`src/rtl/pio_pkg.sv`:
```
// Shared definitions for the PIO pin-read interrupt detect path.
// Latency: n/a (constants and types only).
// Backpressure: n/a.
//
// Contents: default data width, minimum synchroniser depth, the edge-select
// encoding used by the register map and the bench, and a helper that sizes
// the post-reset prime window.
package pio_pkg;

    localparam int PIO_DATA_WIDTH_DEFAULT = 32;
    localparam int PIO_SYNC_STAGES_MIN    = 2;

    typedef enum logic [1:0] {
        EDGE_NONE = 2'b00,
        EDGE_RISE = 2'b01,
        EDGE_FALL = 2'b10,
        EDGE_BOTH = 2'b11
    } pio_edge_t;

    // Cycles after reset release during which edge events are suppressed:
    // long enough for the sync chain (and any filter) to fill with real pin
    // levels plus one cycle for the prev register to catch up.
    function automatic int pio_prime_cycles(input int sync_stages, input int filter_cycles);
        return sync_stages + 1 + filter_cycles;
    endfunction

endpackage

```
`src/rtl/pio_sync_bit.sv`:
```
// Single-bit pin synchroniser with optional debounce filter.
// Latency: SYNC_STAGES cycles, plus DEBOUNCE_CYCLES when the filter is built.
// Backpressure: none; samples every cycle.
//
// Optional feature macro: PIO_IRQ_DEBOUNCE_EN (adds the debounce filter).
// Ports:
//   clock    - sole clock
//   reset    - synchronous, active-high; clears chain, filter and counter
//   pin_in   - raw asynchronous pin level
//   sync_out - synchronised (optionally debounced) level
module pio_sync_bit
    import pio_pkg::*;
#(
    parameter int SYNC_STAGES     = 2,
    parameter int DEBOUNCE_CYCLES = 4
) (
    input  logic clock,
    input  logic reset,
    input  logic pin_in,
    output logic sync_out
);

    // Elaboration-time guard on the legal parameter ranges.
    if (SYNC_STAGES < PIO_SYNC_STAGES_MIN || SYNC_STAGES > 4) begin : g_bad_sync
        $error("pio_sync_bit: SYNC_STAGES must be 2..4");
    end
    if (DEBOUNCE_CYCLES < 2 || DEBOUNCE_CYCLES > 255) begin : g_bad_db
        $error("pio_sync_bit: DEBOUNCE_CYCLES must be 2..255");
    end

    logic [SYNC_STAGES-1:0] sync_q;
    logic [SYNC_STAGES-1:0] sync_d;

    always_comb begin
        sync_d = {sync_q[SYNC_STAGES-2:0], pin_in};
    end

    always_ff @(posedge clock) begin
        if (reset) begin
            sync_q <= '0;
        end else begin
            sync_q <= sync_d;
        end
    end

`ifdef PIO_IRQ_DEBOUNCE_EN
    localparam int CW = $clog2(DEBOUNCE_CYCLES + 1);

    logic          raw;
    logic          filt_q;
    logic          filt_d;
    logic [CW-1:0] cnt_q;
    logic [CW-1:0] cnt_d;

    assign raw = sync_q[SYNC_STAGES-1];

    // The counter tracks how many consecutive cycles the raw level has
    // disagreed with the filtered level; any agreement restarts it. The
    // filtered level only follows once the disagreement has lasted the full
    // window, so the flip happens on the cycle the count would reach
    // DEBOUNCE_CYCLES.
    always_comb begin
        cnt_d  = '0;
        filt_d = filt_q;
        if (raw != filt_q) begin
            if (cnt_q == CW'(DEBOUNCE_CYCLES - 1)) begin
                filt_d = raw;
                cnt_d  = '0;
            end else begin
                cnt_d = cnt_q + 1'b1;
            end
        end
    end

    always_ff @(posedge clock) begin
        if (reset) begin
            filt_q <= 1'b0;
            cnt_q  <= '0;
        end else begin
            filt_q <= filt_d;
            cnt_q  <= cnt_d;
        end
    end

    assign sync_out = filt_q;
`else
    assign sync_out = sync_q[SYNC_STAGES-1];
`endif

endmodule

```
`src/rtl/pio_irq_detect.sv`:
```
// Pin edge detector with sticky pending bits and two masked interrupt lines.
// Latency: pin->sync_data SYNC_STAGES, ->pending +1, ->irq +1 (filter adds DEBOUNCE_CYCLES).
// Backpressure: none; pending is sticky until write-1-to-clear.
//
// Optional feature macro: PIO_IRQ_DEBOUNCE_EN (per-bit debounce filter in
// front of sync_data; also lengthens the prime window).
// Ports:
//   clock, reset          - sole clock; synchronous active-high reset
//   pin_in                - raw asynchronous pin levels
//   sync_data             - synchronised (optionally debounced) levels
//   rise_en / fall_en     - per-bit edge detect enables
//   irq0_mask / irq1_mask - per-bit enables into irq0 / irq1
//   clr                   - write-1-to-clear pulse for pending
//   pending               - sticky edge-detected bits
//   irq0 / irq1           - registered OR of pending & mask
module pio_irq_detect
    import pio_pkg::*;
#(
    parameter int dataWidth       = PIO_DATA_WIDTH_DEFAULT,
    parameter int SYNC_STAGES     = 2,
    parameter int DEBOUNCE_CYCLES = 4
) (
    input  logic                 clock,
    input  logic                 reset,
    input  logic [dataWidth-1:0] pin_in,
    output logic [dataWidth-1:0] sync_data,
    input  logic [dataWidth-1:0] rise_en,
    input  logic [dataWidth-1:0] fall_en,
    input  logic [dataWidth-1:0] irq0_mask,
    input  logic [dataWidth-1:0] irq1_mask,
    input  logic [dataWidth-1:0] clr,
    output logic [dataWidth-1:0] pending,
    output logic                 irq0,
    output logic                 irq1
);

`ifdef PIO_IRQ_DEBOUNCE_EN
    localparam int PRIME_CYCLES = pio_prime_cycles(SYNC_STAGES, DEBOUNCE_CYCLES);
`else
    localparam int PRIME_CYCLES = pio_prime_cycles(SYNC_STAGES, 0);
`endif
    localparam int PW = $clog2(PRIME_CYCLES + 1);

    for (genvar gi = 0; gi < dataWidth; gi++) begin : g_sync
        pio_sync_bit #(
            .SYNC_STAGES    (SYNC_STAGES),
            .DEBOUNCE_CYCLES(DEBOUNCE_CYCLES)
        ) u_sync_bit (
            .clock   (clock),
            .reset   (reset),
            .pin_in  (pin_in[gi]),
            .sync_out(sync_data[gi])
        );
    end

    logic [dataWidth-1:0] prev_q,    prev_d;
    logic [dataWidth-1:0] pending_q, pending_d;
    logic                 irq0_q,    irq0_d;
    logic                 irq1_q,    irq1_d;
    logic [PW-1:0]        prime_q,   prime_d;
    logic                 prime_done;
    logic [dataWidth-1:0] rise;
    logic [dataWidth-1:0] fall;
    logic [dataWidth-1:0] evt;

    assign prime_done = (prime_q == PW'(PRIME_CYCLES));

    always_comb begin
        // Saturating count: once primed, stays primed until the next reset.
        prime_d = prime_done ? prime_q : prime_q + 1'b1;
        prev_d  = sync_data;

        rise = sync_data & ~prev_q & rise_en;
        fall = ~sync_data & prev_q & fall_en;
        // Pins that were already high at reset would look like rising edges
        // while the chain fills, so events are held off until primed.
        evt  = prime_done ? (rise | fall) : '0;

        // Set wins over a same-cycle clear.
        pending_d = (pending_q & ~clr) | evt;

        // irq follows the registered pending, one cycle behind it.
        irq0_d = |(pending_q & irq0_mask);
        irq1_d = |(pending_q & irq1_mask);
    end

    always_ff @(posedge clock) begin
        if (reset) begin
            prev_q    <= '0;
            pending_q <= '0;
            irq0_q    <= 1'b0;
            irq1_q    <= 1'b0;
            prime_q   <= '0;
        end else begin
            prev_q    <= prev_d;
            pending_q <= pending_d;
            irq0_q    <= irq0_d;
            irq1_q    <= irq1_d;
            prime_q   <= prime_d;
        end
    end

    assign pending = pending_q;
    assign irq0    = irq0_q;
    assign irq1    = irq1_q;

endmodule

```
`config.mk`:
```
export PLATFORM = sky130hd
export DESIGN_NAME = pio_irq_detect
export DESIGN_NICKNAME = d
export VERILOG_FILES = /design/src/rtl/pio_pkg.sv /design/src/rtl/pio_sync_bit.sv /design/src/rtl/pio_irq_detect.sv
export SDC_FILE = /design/constraint.sdc
export NUM_CORES = 1
export LEC_CHECK = 0
export BUFFER_PORTS_ARGS = -buffer_cell sky130_fd_sc_hd__buf_4
export CAP_MARGIN = 15
export CORE_ASPECT_RATIO = 0.8
export CORE_MARGIN = 3
export CORE_UTILIZATION = 30
export CTS_BUF_LIST = sky130_fd_sc_hd__clkbuf_16
export CTS_CLUSTER_DIAMETER = 100
export CTS_CLUSTER_SIZE = 40
export DETAILED_ROUTE_END_ITERATION = 16
export GPL_TIMING_DRIVEN = 0
export HOLD_SLACK_MARGIN = 0.1
export SLEW_MARGIN = 5
export SYNTH_ARGS = -nofsm -noshare
export SYNTH_HDL_FRONTEND = slang
export SYNTH_SLANG_ARGS = --single-unit
```
`constraint.sdc`:
```
create_clock -name clock -period 1.7 [get_ports clock]
set_clock_uncertainty 0.1 [all_clocks]
set_input_delay 0.17 -clock clock [delete_from_list [all_inputs] [get_ports clock]]
set_output_delay 0.17 -clock clock [all_outputs]
set_load 0.1 [all_outputs]
```
; ---- Word-level counts from Yosys, hierarchy flattened
; Index checks and enable logic that the tools add are counted.
[totals]
register_bits = 132
input_bits = 194
output_inout_bits = 66
wordCells = 54
[op_classes]
n_addsub = 1
eq_ne = 1
mux = 1
n_bitwise = 12
n_reduce_logical = 2
[ops]
columns = cell, n
row1 = $and A32 B32 Y32, 7
row2 = $not A32 Y32, 3
row3 = $or A32 B32 Y32, 2
row4 = $reduce_or A32 Y1, 2
row5 = $mux W32, 1
row6 = $add A2 B1 Y2 const B, 1
row7 = $eq A2 B2 Y1 const B, 1

; ---- Depth between registers and ports, before layout
; Gate-level depths: netlist of the first run.
[logic_depth]
depth_word = 6
depth_mapped = 5
depth_no_buf = 3

; ---- Cells and area by module
; Synthesis of the first run repeated with hierarchy kept, for this count alone.
[unflattened]
hier_cells = 447
hier_area_um2 = 4730.8
[by_module_without_submodules]
columns = module, n_inst, cells_per_inst, area_per_inst_um2
row1 = pio_irq_detect, 1, 319, 3049.2
row2 = pio_sync_bit, 32, 4, 52.6

; ---- Worst setup path after synthesis of the first run
; Ideal clock, no wire load.
[synth_path]
path_type = reg-to-reg
start = register pending_q[26] (netlist: pending[26])
end = register irq0_q (netlist: irq0)
arrival_ps = 1453
required_ps = 1475
slack_ps = 22
path_stages_with_launch = 4
path_buffers = 0
period_less_slack_ps = 1678
cell_sequence = dfxtp_1 -> a22oi_1 -> nand4_1 -> o41a_1
[synth_via]
elab_chain_cells = 2
[synth_rtl]
columns = element, line
row1 = from (decl), pio_irq_detect.sv:57  ; logic [dataWidth-1:0] pending_q, pending_d;
row2 = from (signal assigned), pio_irq_detect.sv:96  ; pending_q <= pending_d;
row3 = $and A32 B32 Y32, pio_irq_detect.sv:83  ; irq0_d = |(pending_q & irq0_mask);
row4 = $reduce_or A32 Y1, pio_irq_detect.sv:83
row5 = to (signal assigned), pio_irq_detect.sv:97  ; irq0_q <= irq0_d;
row6 = to (decl), pio_irq_detect.sv:58  ; logic irq0_q, irq0_d;
; Every way passes these cells.
; A chain may end at the register's enable or synchronous reset.

; ---- Final worst setup path of the first run
[layout_path]
start = register pending_q[16] (netlist: pending[16])
end = register irq0_q (netlist: irq0)
; Same word-level chain as after synthesis.

==> flow_summary.ini, run 1 <==
[grt]
first_global_vias = 5215
grt_max_degree = 17
grt_overflow = 0
antenna_found_initial = 0
grt_util_all_layers = 0.197
grt_pass1_wl_mm = 26.9

[clock_tree]
cts-root-buf = clkbuf_16
path_clk_slew_ps = 60
numCtsBuffers = 17
cts_tree = done
cts.sinks = 132
ctsHtreeMaxLevel = 4
cts.path.max_buffers = 2
clk_latency_ps = 410

[route]
wl_met2_mm = 9.01
drt_wl_total_mm = 18.2
wl_met3_mm = 1.58
vias = 4921
first_pass_iters = 4
wl_per_cell_um = 16.5
via_per_inst = 4.47
drc_errors = 0
wl_met1_mm = 7.21
initialDrtViolationCount = 99
ant_nets = 0
top_layer_used = met4

[logic_synthesis]
synth_edf_count = 0
synth-main-ff-cell = dfxtp_1
postSynthCellCount = 486
netlist.area_leader.share = 0.528
ys_seq_area_frac = 0.528
yosys.area.top_type = dfxtp_1
post_synth_num_cell_types = 19
yosys_warnings = 0
async_flop_share = 0
synth.area.top_cells = dfxtp_1 53%, nor2b_1 12%, and3b_1 11%, a22oi_1 4.8%, buf_4 4.8%
syn-num-nets = 681
netlist_area_sq_um = 5000
synth-seq-cells = 132
avgSynthCellArea_sq_um = 10.3

[sta]
rsz0062_at_grt = no
fmax_mhz = 624
worst_slack_ps = 98.5
drv_slew = 0
worst_pin_slew_ps = 624
finalSetupViolCount = 0
period_share = 0.942
relSlewSlack = 0.584
period_needed_ps = 1600
hold_viol_final = 0

[finish]
final_common_cell = buf_4
finalNetCount = 1071
drive_gt1_frac = 0.379
layout_common_cells = 290 x buf_4, 132 x dfxtp_1, 113 x dlygate4sd3_1, 96 x nor2b_1, 64 x and3b_1
final_cell_count_no_fill = 1102
antenna_cells = 0
synthToLayoutAreaGrowth_pct = 80.6

[die]
core_sq_um = 16100
start_util = 0.312
die_x_um = 150
rows = 41
io_pins = 260
die-area_sq_um = 18300
die_h_um = 122

[critical_path]
required_ps = 1890
worst_ep_arrival_time_ps = 1790
critPathMaxFanout = 4
path_class = flop to flop
cpMaxStageDelayCell = o41a_1
end_kind = flop
ff2ff_path_depth = 3
crit_chain = a22oi_2, nand4_1, o41a_1
worstSetupStartpointType = flop
slowest_delay_ps = 450

[place]
place.gp.congestion = 0.806
place_ws_ps = -34.6
hpwl_mm = 13.5
portBuffers = 258
dp.cells = 959

[worst_hold_path]
hold_class = input pin to flop
hold_depth = 4

[flow_run]
max_cap_viol_count = 0

[power]
powerDensity_nw_per_um2 = 966
vdd_drop_max_mv = 0.658
leakage_nw = 4.19

[outcome]
outcome = finished clean
repair_timing:
| item | 4_1_cts | 5_1_grt |
|---|---|---|
| hold buffers | 114 | 0 |
| resized for setup | 2 | 5 |
| endpoints found under the setup margin | 4 | 13 |
| buffers inserted | 0 | 0 |
| pin swaps | 0 | 1 |
| endpoints found under the hold margin | 76 | 0 |
path summary, 6_finish.rpt:
path	startpoint	endpoint	slack, ps
worst max-delay path	pending[16]	irq0	100
worst min register to register	g_sync[23].u_sync_bit.sync_q[0]	g_sync[23].u_sync_bit.sync_q[1]	330
worst max register to register	pending[16]	irq0	100
worst min-delay path	rise_en[31]	pending[31]	110
state kept, by name, summed over array words and instances, names as in the netlist:
| signal | cells |
|---|---|
| g_sync.u_sync_bit.sync_q | 64 |
| irq0 | 1 |
| irq1 | 1 |
| pending | 32 |
| prev_q | 32 |
| prime_q | 2 |
stage by stage:
| stage | instance area (sq um) | utilization | setup TNS (ps) | total power [mW] | hold slack (ps) |
|---|---|---|---|---|---|
| global route | 9040 | 0.563 | 0 | 9.06 | 118 |
| CTS | 9040 | 0.563 | -122 | 8.84 | 100 |
| detailed placement | 7210 | 0.449 | -89.0 | 4.36 | 285 |
| floorplan | 5000 | - | 0 | 3.86 | 198 |
| finish | 9040 | 0.563 | 0 | 8.74 | 108 |
| global placement | 7210 | 0.449 | -80.1 | 4.34 | 282 |
report_power, final:
part	switching, mW	total, mW	internal, mW
Sequential	0.0599	3.27	3.21
Combinational	0.585	1.24	0.655
Clock	1.34	4.23	2.89
metal layers:
metal	vias to the layer above	track usage
li1	2425	-
met1	2274	0.224
met2	196	0.346
met3	26	0.0612
met4	0	0.0714
met5	-	0
final cells by class:
cell class | instances | area (sq um)
flip-flops and latches | 132 | 2640
clock inverters | 13 | 256
plain buffers | 50 | 328
inverters | 1 | 3.75
clock buffers | 17 | 425
multi-input cells | 303 | 2050
repair buffers | 371 | 3070
well taps | 215 | 269
fillers | 1385 | 7020
worst max-delay path: cells and delay by family (launching register included):
family | cells | cell delay, ps
AND/OR/NAND/NOR | 1 | 220
AO/OA/AOI/OAI | 2 | 740
flip-flops | 1 | 420
cells by family after synthesis:
group	Yosys count	synth area share
adders and majority gates	1	0.00250
and+or+nand+nor	202	0.284
AOI/OAI and AO/OA	98	0.116
muxes	1	0.00200
xor gates and xnor gates	1	0.00175
buffers and inverters	51	0.0650
DFF	132	0.528
Yosys cell counts, types with 2 or more instances:
cell type	instances
dfxtp_1	132
nor2b_1	96
and3b_1	64
a21oi_1	32
a22oi_1	32
buf_4	32
nand2b_1	29
o21ai_0	27
buf_2	11
nand4_1	8
clkbuf_1	7
o21ai_1	5
or2b_1	3
nor2_1	2
o41a_1	2
No activity file was read; power rests on OpenSTA's default activity.
==> run 2: changes to the inputs <==
--- a/config.mk
+++ b/config.mk
@@ -16,6 +16,7 @@
 export DETAILED_ROUTE_END_ITERATION = 16
 export GPL_TIMING_DRIVEN = 0
 export HOLD_SLACK_MARGIN = 0.1
+export MAX_ROUTING_LAYER = met4
 export SLEW_MARGIN = 5
 export SYNTH_ARGS = -nofsm -noshare
 export SYNTH_HDL_FRONTEND = slang
==> constraint.sdc (replaced) <==
create_clock -name clock -period 1.6 [get_ports clock]
set_clock_uncertainty 0.1 [all_clocks]
set_input_delay 0.16 -clock clock [delete_from_list [all_inputs] [get_ports clock]]
set_output_delay 0.16 -clock clock [all_outputs]
set_load 0.1 [all_outputs]
==> flow_summary.ini, run 2 (synthesis gave the netlist of run 1 again) <==
[die]
die_x_um = 150
die-area_sq_um = 18300
die_h_um = 122
core_sq_um = 16100
start_util = 0.312
rows = 41
io_pins = 260

[flow_run]
max_cap_viol_count = 0

[finish]
antenna_cells = 0
fillers = 1371
final_common_cell = buf_4
largest_register_ffs = 64
drive_gt1_frac = 0.395
synthToLayoutAreaGrowth_pct = 82.5
final_util = 0.569
finalNetCount = 1089
largest-register = g_sync.u_sync_bit.sync_q
multi_input_area_sq_um = 2050
final_cell_count_no_fill = 1119
layout_common_cells = 290 x buf_4, 131 x dlygate4sd3_1, 109 x dfxtp_1, 96 x nor2b_1, 64 x and3b_1
regArea_sq_um = 2670

[sta]
worst_pin_slew_ps = 602
period_share = 0.939
period_needed_ps = 1500
finalSetupViolCount = 0
drv_slew = 0
worst_slack_ps = 97.1
rsz0062_at_grt = no
hold_viol_final = 0
fmax_mhz = 665
relSlewSlack = 0.598
whs_ps = 102

[route]
drc_errors = 0
initialDrtViolationCount = 129
drt_wl_total_mm = 18.6
vias = 4987
wl_per_cell_um = 16.6
via_per_inst = 4.46
ant_nets = 0
first_pass_iters = 4

[power]
vdd_drop_max_mv = 0.662
leakage_nw = 4.23
power.total_mw = 8.60
powerDensity_nw_per_um2 = 941

[grt]
grt_util_all_layers = 0.203
grt_pass1_wl_mm = 27.1
first_global_vias = 5225
grt_max_degree = 17
antenna_found_initial = 0
grt_overflow = 0

[clock_tree]
cts.path.max_buffers = 2
ctsHtreeMaxLevel = 4
clk_latency_ps = 410
cts-root-buf = clkbuf_16
path_clk_slew_ps = 50
numCtsBuffers = 17
cts_setup_buffers = 0
cts_tree = done
cts.sinks = 132

[critical_path]
worstSetupStartpointType = flop
path_class = flop to flop
end_kind = flop
critPathMaxFanout = 4
required_ps = 1790
worst_ep_arrival_time_ps = 1700

[outcome]
outcome = finished clean

[worst_hold_path]
hold_class = input pin to flop

[place]
place.gp.congestion = 0.794
dp.cells = 959
place_ws_ps = -121
hpwl_mm = 13.5
portBuffers = 258
## run 2: cell types whose count changed in the layout (fill, tap and decap cells not counted), sizes merged
cell / previous run / this run
buf: 300 / 301
bufinv: 7 / 3
clkbuf: 25 / 24
clkinv: 3 / 7
dlygate4sd3: 113 / 131
inv: 2 / 1
## run 2: where the power goes
group | switching, mW | internal (mW)
sequential | 0.0628 | 3.41
clock | 1.37 | 2.40
combinational | 0.632 | 0.723
total | 2.07 | 6.53
## run 2: layout make-up
type                    instances  share of cell area
multi-input cells             303               0.225
inverters                       1            0.000411
plain buffers                  50              0.0356
flip-flops and latches        132               0.292
repair buffers                389               0.356
clock buffers                  17              0.0466
well taps                     215              0.0294
clock inverters                12              0.0155
## run 2: layer usage
layer  track usage  share of wire  up-vias
met3        0.0627          0.080       25
met5             -              0        -
met1         0.220           0.40     2289
li1              -              -     2463
met2         0.359           0.50      210
met4        0.0594          0.016        0
## run 2: critical path, cell delays in order, from the launching register on
cell	delay, ps
dfxtp_2	350
a22oi_2	240
nand4_1	250
o41a_1	450
## run 2: per-stage QoR
step	TNS (ps)	cell area (sq um)
CTS	0	9120
detailed placement	-952	7240
finish	0	9140
global route	0	9140
global placement	-184	7240
floorplan	0	5030
## run 2: what timing repair did
| action | CTS | global route |
|---|---|---|
| resized for setup | 3 | 3 |
| hold buffers | 131 | 0 |
| hold endpoints to repair | 87 | 0 |
| cloned | 0 | 0 |
| endpoints found under the setup margin | 23 | 2 |
| pin swaps | 0 | 1 |
## run 2: path summary, 6_finish.rpt
kind | from | endpoint | slack [ps] | cells past startpoint
setup / recovery | pending[10] | irq0 | 100 | 3
hold / removal | irq0_mask[28] | irq0 | 100 | 4
setup reg to reg | pending[10] | irq0 | 100 | 3
hold reg to reg | g_sync[23].u_sync_bit.sync_q[0] | g_sync[23].u_sync_bit.sync_q[1] | 330 | 1
==> run 3: changes to the inputs <==
--- a/config.mk
+++ b/config.mk
@@ -17,6 +17,7 @@
 export GPL_TIMING_DRIVEN = 0
 export HOLD_SLACK_MARGIN = 0.1
 export MAX_ROUTING_LAYER = met4
+export PLACE_DENSITY_LB_ADDON = 0.05
 export SLEW_MARGIN = 5
 export SYNTH_ARGS = -nofsm -noshare
 export SYNTH_HDL_FRONTEND = slang
==> flow_summary.ini, run 3 (synthesis gave the netlist of run 1 again) <==
[sta]
drv_slew = 0
relSlewSlack = 0.607
worst_pin_slew_ps = 590
period_share = 0.924
finalSetupViolCount = 0
period_needed_ps = 1480
whs_ps = 103
rsz0062_at_grt = no
hold_viol_final = 0
fmax_mhz = 677

[grt]
grt_max_degree = 17
first_global_vias = 5163
grt_util_all_layers = 0.202
grt_overflow = 0
antenna_found_initial = 1
grt_pass1_wl_mm = 27.1

[finish]
synthToLayoutAreaGrowth_pct = 85.7
antenna_cells = 0
largest_register_ffs = 64
finalNetCount = 1105
fillers = 1414
final_util = 0.579
drive_gt1_frac = 0.389
largest-register = g_sync.u_sync_bit.sync_q
layout_common_cells = 290 x buf_4, 147 x dlygate4sd3_1, 109 x dfxtp_1, 96 x nor2b_1, 64 x and3b_1
final_cell_area_sq_um = 9290
final_cell_count_no_fill = 1138
final_common_cell = buf_4

[place]
dp.cells = 959
place_area_sq_um = 7240
place.gp.congestion = 0.829
portBuffers = 258
hpwl_mm = 13.2

[route]
via_per_inst = 4.38
first_pass_iters = 4
ant_nets = 0
vias = 4979
drt_wl_total_mm = 18.2
initialDrtViolationCount = 214
drc_errors = 0
wl_per_cell_um = 16.0

[power]
power.total_mw = 8.66
leakage_nw = 4.31
powerDensity_nw_per_um2 = 932
vdd_drop_max_mv = 0.662

[die]
rows = 41
io_pins = 260
die_x_um = 150
start_util = 0.312
core_sq_um = 16100
die_h_um = 122
die-area_sq_um = 18300

[clock_tree]
cts_tree = done
numCtsBuffers = 17
cts.sinks = 132
clk_latency_ps = 410
path_clk_slew_ps = 60
cts.path.max_buffers = 2
cts-root-buf = clkbuf_16
ctsHtreeMaxLevel = 4

[critical_path]
crit_family = flip-flops
cpMaxStageDelayCell = dfxtp_1
critPathBufInv = 1
end_kind = primary output
crit_chain = buf_4
required_ps = 1340
critPathMaxFanout = 4
worst_ep_arrival_time_ps = 1220
worstSetupStartpointType = flop
slowest_delay_ps = 460
path_class = flop to primary output

[worst_hold_path]
hold_class = input pin to flop

[flow_run]
max_cap_viol_count = 0

[outcome]
outcome = finished clean
[run 3: cell types whose count changed in the layout (fill, tap and decap cells not counted), sizes merged]
cell / change
bufinv: -1
clkinvlp: -1
dlygate4sd3: +16
inv: +5
[run 3: what timing repair did]
item                       4_1_cts  5_1_grt
buffers inserted                 0        0
setup endpoints to repair       29        0
resized for setup                3        0
hold buffers                   147        0
hold endpoints to repair        77        0
[run 3: per-stage QoR]
| stage | TNS (ps) | setup WS [ps] |
|---|---|---|
| 3_3_place_gp | -1440 | -113 |
| 6_report | 0 | 122 |
| 4_1_cts | 0 | 88.6 |
| 3_5_place_dp | -1890 | -169 |
| 5_1_grt | 0 | 32.8 |
| 2_1_floorplan | 0 | 4.93 |
[run 3: tightest hold or removal path, delay by kind of cell]
family                 cells  cell delay [ps]
AOI/OAI and AO/OA          2              210
and+or+nand+nor            1              140
buffers and inverters      1               80
[run 3: cell type report]
| cell class | instances | area, sq um | area share |
|---|---|---|---|
| Timing Repair Buffer | 405 | 3410 | 0.367 |
| Sequential cell | 132 | 2670 | 0.287 |
| Multi-Input combinational cell | 303 | 2040 | 0.219 |
| Clock buffer | 17 | 425 | 0.0458 |
| Buffer | 50 | 325 | 0.0350 |
| Tap cell | 215 | 269 | 0.0289 |
| Clock inverter | 15 | 154 | 0.0166 |
| Inverter | 1 | 3.75 | 0.000404 |
[run 3: metal layers]
layer | global-route usage | vias to the layer above | routed length (um) | share of wire
met1 | 0.232 | 2295 | 7780 | 0.43
li1 | - | 2503 | - | -
met3 | 0.0493 | 18 | 1080 | 0.059
met2 | 0.352 | 163 | 9060 | 0.50
met4 | 0.0594 | 0 | 281 | 0.015
met5 | - | - | 0 | 0
[run 3: final timing paths]
check	slack, ps	cells after the start	end	from
setup / recovery	120	1	pending[28]	pending[28]
hold / removal	100	4	irq0	irq0_mask[9]
setup reg to reg	150	3	irq1	pending[11]
hold reg to reg	330	1	g_sync[3].u_sync_bit.sync_q[1]	g_sync[3].u_sync_bit.sync_q[0]
[run 3: power by group]
part           internal [mW]  switching (mW)  total (mW)
Sequential              3.41          0.0592        3.47
Combinational          0.748           0.635        1.38
Clock                   2.31            1.50        3.81
Total                   6.46            2.20        8.66
